--- src/rtl/serial_fafs_unit.sv ---
// Bit-serial WIDTH-bit adder/subtractor sequencing a one-bit full-adder/full-subtractor cell.
module serial_fafs_unit #(
  parameter int unsigned WIDTH = 8
) (
  input  logic             clk,
  input  logic             rst,
  input  logic             start,
  input  logic             sub,
  input  logic [WIDTH-1:0] opa,
  input  logic [WIDTH-1:0] opb,
  output logic             busy,
  output logic             done,
  output logic [WIDTH-1:0] result,
  output logic             cout
);

  localparam int unsigned CNT_W = (WIDTH > 1) ? $clog2(WIDTH) : 1;
  localparam logic [CNT_W-1:0] CNT_LAST = CNT_W'(WIDTH - 1);

  localparam logic [1:0] ST_IDLE  = 2'd0;
  localparam logic [1:0] ST_SHIFT = 2'd1;
  localparam logic [1:0] ST_DONE  = 2'd2;

  logic [1:0]       state_q, state_d;
  logic [WIDTH-1:0] a_q, a_d;
  logic [WIDTH-1:0] b_q, b_d;
  logic [WIDTH-1:0] p_q, p_d;
  logic [CNT_W-1:0] cnt_q, cnt_d;
  logic             c_q, c_d;
  logic             mode_q, mode_d;
  logic             busy_q, busy_d;
  logic             done_q, done_d;
  logic [WIDTH-1:0] result_q, result_d;
  logic             cout_q, cout_d;

  logic sumdiff_c, carry_c, borrow_c, cnext_c;

  // One-bit full-adder/full-subtractor cell on the operand LSBs
  always_comb begin
    sumdiff_c = a_q[0] ^ b_q[0] ^ c_q;
    carry_c   = (a_q[0] & b_q[0]) | (b_q[0] & c_q) | (a_q[0] & c_q);
    borrow_c  = (~a_q[0] & b_q[0]) | (b_q[0] & c_q) | (~a_q[0] & c_q);
    cnext_c   = mode_q ? borrow_c : carry_c;
  end

  // State register and datapath registers
  always_ff @(posedge clk or posedge rst) begin
    if (rst) begin
      state_q  <= ST_IDLE;
      a_q      <= '0;
      b_q      <= '0;
      p_q      <= '0;
      cnt_q    <= '0;
      c_q      <= 1'b0;
      mode_q   <= 1'b0;
      busy_q   <= 1'b0;
      done_q   <= 1'b0;
      result_q <= '0;
      cout_q   <= 1'b0;
    end else begin
      state_q  <= state_d;
      a_q      <= a_d;
      b_q      <= b_d;
      p_q      <= p_d;
      cnt_q    <= cnt_d;
      c_q      <= c_d;
      mode_q   <= mode_d;
      busy_q   <= busy_d;
      done_q   <= done_d;
      result_q <= result_d;
      cout_q   <= cout_d;
    end
  end

  // Next-state and next-output logic
  always_comb begin
    state_d  = state_q;
    a_d      = a_q;
    b_d      = b_q;
    p_d      = p_q;
    cnt_d    = cnt_q;
    c_d      = c_q;
    mode_d   = mode_q;
    result_d = result_q;
    cout_d   = cout_q;
    busy_d   = 1'b0;
    done_d   = 1'b0;

    case (state_q)
      ST_IDLE: begin
        if (start) begin
          a_d     = opa;
          b_d     = opb;
          mode_d  = sub;
          c_d     = 1'b0;
          cnt_d   = '0;
          state_d = ST_SHIFT;
        end
      end
      ST_SHIFT: begin
        a_d   = a_q >> 1;
        b_d   = b_q >> 1;
        p_d   = {sumdiff_c, p_q[WIDTH-1:1]};
        c_d   = cnext_c;
        cnt_d = cnt_q + CNT_W'(1);
        if (cnt_q == CNT_LAST) begin
          // Last bit: publish the completed word and final carry/borrow
          result_d = {sumdiff_c, p_q[WIDTH-1:1]};
          cout_d   = cnext_c;
          state_d  = ST_DONE;
        end
      end
      ST_DONE: begin
        state_d = ST_IDLE;
      end
      default: begin
        state_d = ST_IDLE;
      end
    endcase

    busy_d = (state_d != ST_IDLE);
    done_d = (state_d == ST_DONE);
  end

  assign busy   = busy_q;
  assign done   = done_q;
  assign result = result_q;
  assign cout   = cout_q;

endmodule

--- config.mk ---
export PLATFORM = sky130hd
export DESIGN_NAME = serial_fafs_unit
export DESIGN_NICKNAME = d
export VERILOG_FILES = /design/src/rtl/serial_fafs_unit.sv
export SDC_FILE = /design/constraint.sdc
export NUM_CORES = 1
export LEC_CHECK = 0
export CORE_ASPECT_RATIO = 1.4
export CORE_UTILIZATION = 25
export DETAILED_ROUTE_END_ITERATION = 7
export GPL_ROUTABILITY_DRIVEN = 1
export PLACE_DENSITY = 0.52
export SKIP_CTS_REPAIR_TIMING = 1
export SLEW_MARGIN = 30
export SYNTH_ARGS = -nofsm -noshare
export SYNTH_HDL_FRONTEND = slang
export SYNTH_SLANG_ARGS = --single-unit
--- constraint.sdc ---
create_clock -name clk -period 3.15 [get_ports clk]
set_input_delay 0.63 -clock clk [delete_from_list [all_inputs] [get_ports clk]]
set_output_delay 0.63 -clock clk [all_outputs]
set_load 0.01 [all_outputs]
==> Implementation_results.wiki <==
{| class="wikitable"
! Metric !! Value
|-
| Worst path buffer plus inverter count || 0
|-
| Starting DRC count in detailed routing || 75
|-
| Cell variety after synth || 20
|-
| Total die area || 0.00749 mm2
|-
| Result of the run || complete, no violations
|-
| Leading area contributor after synthesis || sky130_fd_sc_hd__dfrtp_1
|-
| Worst hold slack after final layout || just over 0.5 ns
|-
| Pins over their slew limit || 0
|-
| Start of the worst register-to-register path || state_q[1]
|-
| Post-Route Setup TNS || 0 ns
|-
| Transition time at the pin with the least slew margin || ~0.8 ns
|-
| Leading post-synthesis cells by instance count || 41 x sky130_fd_sc_hd__dfrtp_1, 20 x sky130_fd_sc_hd__inv_1, 17 x sky130_fd_sc_hd__mux2_2, 8 x sky130_fd_sc_hd__a222oi_1, 8 x sky130_fd_sc_hd__nor2_1
|-
| Worst path top cell family by delay || flip-flops
|-
| Post-route cell area || ~0.0023 mm2
|-
| Clock input transition at the sequential cells of the worst setup and hold paths || ~0.080 ns
|-
| Sequential-to-total area share from yosys stat || 0.574
|-
| Count of buffers from port buffering || 30
|-
| Count of non-filler cells in the finished layout || 265
|-
| Worst path max stage delay || 0.88 ns
|-
| Die height || 102 um
|-
| RSZ-0062 raised after global routing || false
|-
| Cell count after synthesis || 139
|-
| Clock period minus final worst setup slack || 1.92 ns
|-
| Total leakage power || ~1 nW
|-
| Synthesized area divided by synthesized cell count || around 13 um2
|-
| Top-level I/O count || 31
|-
| Part of the cycle the worst path needs || 0.610
|-
| CP Launch Point || state_q[1]
|-
| Maximum number of pins on one net before global-route repair || 42
|-
| Antenna diode count || 0
|-
| Horizontal die dimension || 73.5 um
|-
| Total power draw || 2.25 mW
|-
| Async set-or-reset flop fraction in the synthesized netlist || 1.00
|-
| H-Tree Level Count || 2
|-
| Global routing usage summed across all routing layers || 0.101
|-
| Number of global-route vias before repair || 1151
|-
| Share of the synthesized area in the top cell type || 0.574
|-
| Buffer cell driving the clock tree root || sky130_fd_sc_hd__clkbuf_8
|-
| Endpoints failing hold || 0
|-
| Via-per-instance ratio || between 4 and 5
|-
| Final ANT Viol Nets || 0
|-
| TritonCTS buffer count || 5
|-
| Top area cells in the synthesized netlist || sky130_fd_sc_hd__dfrtp_1 57%, sky130_fd_sc_hd__mux2_2 11%, sky130_fd_sc_hd__a222oi_1 4.5%
|-
| HPWL after detailed placement || 2.30 mm
|-
| Most frequently used cell type in the post-synthesis netlist || sky130_fd_sc_hd__dfrtp_1
|-
| Top fanout value on the critical path || 24
|-
| Detail-routed net length per standard cell || 13.0 um
|-
| Startpoint Class || flip-flop
|-
| List of cells traversed by the critical path || nand3b_1 > mux2_2
|-
| Antenna violations before repair || 0
|-
| Total congestion overflow || 0
|-
| Endpoint kind of the worst setup timing path || flip-flop
|-
| CTS tree || done
|-
| Synthesized flop and latch total || 41
|-
| Least setup slack across all paths after layout || 1.23 ns
|-
| Initial standard-cell utilization of the core || 0.258
|-
| P per Cell Area || 980 mW/mm2
|-
| Post-layout net count || around 190
|-
| Post-Route Utilization || 0.331
|-
| Critical path start-end classification || flip-flop to flip-flop
|-
| Maximum vdd ir drop || ~0.3 mV
|-
| Slowest cell on crit path || sky130_fd_sc_hd__dfrtp_1
|-
| Number of max-cap violations || 0
|-
| Post-Synthesis Net Count || 163
|-
| Detailed Route WL || 3.45 mm
|-
| Setup violations, final || 0
|-
| Drt drc || 0
|-
| Standard cell area after detailed placement || 0.00216 mm2
|-
| Number of placed instances, taps included || 257
|-
| Critical path arrival || 2.11 ns
|-
| Core area || 0.00694 mm2
|-
| Required arrival time at the worst endpoint || around 3.3 ns
|-
| Final weighted congestion in routability-driven placement || a little over 0.7
|-
| Class of the tightest hold or removal check || flip-flop to flip-flop
|-
| Combined area of all synthesized cells || 0.00179 mm2
|-
| Clock skew || 0.00576 ns
|-
| Insertion delay to the later sink of the worst-skew pair || 0.29 ns
|-
| Layout overhead on the synthesized area || 28.6%
|-
| Launch point of the worst hold path || result[6]
|-
| Slew Limit Headroom || 0.456
|-
| Worst-case clock buffer depth || 2
|-
| Via Count || 1165
|-
| Post-synth EDFFs || 0
|-
| Row Count || 36
|-
| Wire length of the first global-routing pass || 5.69 mm
|-
| Ys Warns || 0
|-
| Worst Setup Slack post-DPL || 1.03 ns
|-
| Fmax || roughly 0.52 GHz
|-
| Clock net sink count || 41
|-
| DRT Pass-1 Iters || 5
|-
| Dominant register cell in the synthesized netlist || sky130_fd_sc_hd__dfrtp_1
|-
| Fraction of final layout cells with drive strength greater than 1 || 0.171
|}
[registers in the layout, summed over array words and instances (netlist names)]
register and flops:
busy 1, cnt_q 3, done 1, result 8, b_q 8, mode_q 1, state_q 2, cout 1
a_q 8, p_q 7, c_q 1
[where the power goes]
group | switching, mW | total, mW | internal, mW
clock network | 0.193 | 0.508 | 0.315
registers | 0.163 | 0.939 | 0.777
logic | 0.331 | 0.803 | 0.472
total | 0.687 | 2.25 | 1.56
[cell families (layout without fill, tap and decap cells)]
logic type	Yosys count	in the layout	synth area share
flops	41	41	0.574
buf+inv	30	61	0.0784
simple gates	24	24	0.0910
compound gates	21	21	0.102
mux	19	19	0.118
fa+ha+maj	4	4	0.0364
[cells in the final DEF, fill, tap and decap left out, types with 3 or more instances in the layout]
cell type                         count
sky130_fd_sc_hd__nor3b_1              7
sky130_fd_sc_hd__inv_1               20
sky130_fd_sc_hd__a22o_1               5
sky130_fd_sc_hd__a222oi_1             8
sky130_fd_sc_hd__dfrtp_1             41
sky130_fd_sc_hd__mux2_2              17
sky130_fd_sc_hd__clkdlybuf4s50_1     30
sky130_fd_sc_hd__buf_4                3
sky130_fd_sc_hd__nor2_1               8
sky130_fd_sc_hd__nor4b_1              6
sky130_fd_sc_hd__clkbuf_8             5
sky130_fd_sc_hd__a211oi_1             6
[path summary, 6_finish.rpt]
kind,to,slack [ns],depth (start not counted)
setup / recovery,result[6],1.23,2
hold / removal,result[6],0.51,1
setup reg to reg,result[6],1.23,2
hold reg to reg,result[6],0.51,1
max in group asynchronous,mode_q,2.01,3
min in group asynchronous,result[0],0.77,3
[layer usage]
layer | GRT usage | wire length [um]
met5 | 0 | 0
met3 | 0.0266 | 142
met2 | 0.162 | 1640
met4 | 0.0399 | 51
met1 | 0.130 | 1610
[layout make-up]
type / count / area (um2)
clock inverter: 3 / 65.1
tap: 95 / 119
clock buffer: 5 / 68.8
sequential: 41 / 1030
inverter: 20 / 75.1
multi-input combinational: 68 / 621
fill: 718 / 4640
timing repair buffer: 33 / 323
No activity file was read; power rests on OpenSTA's default activity.
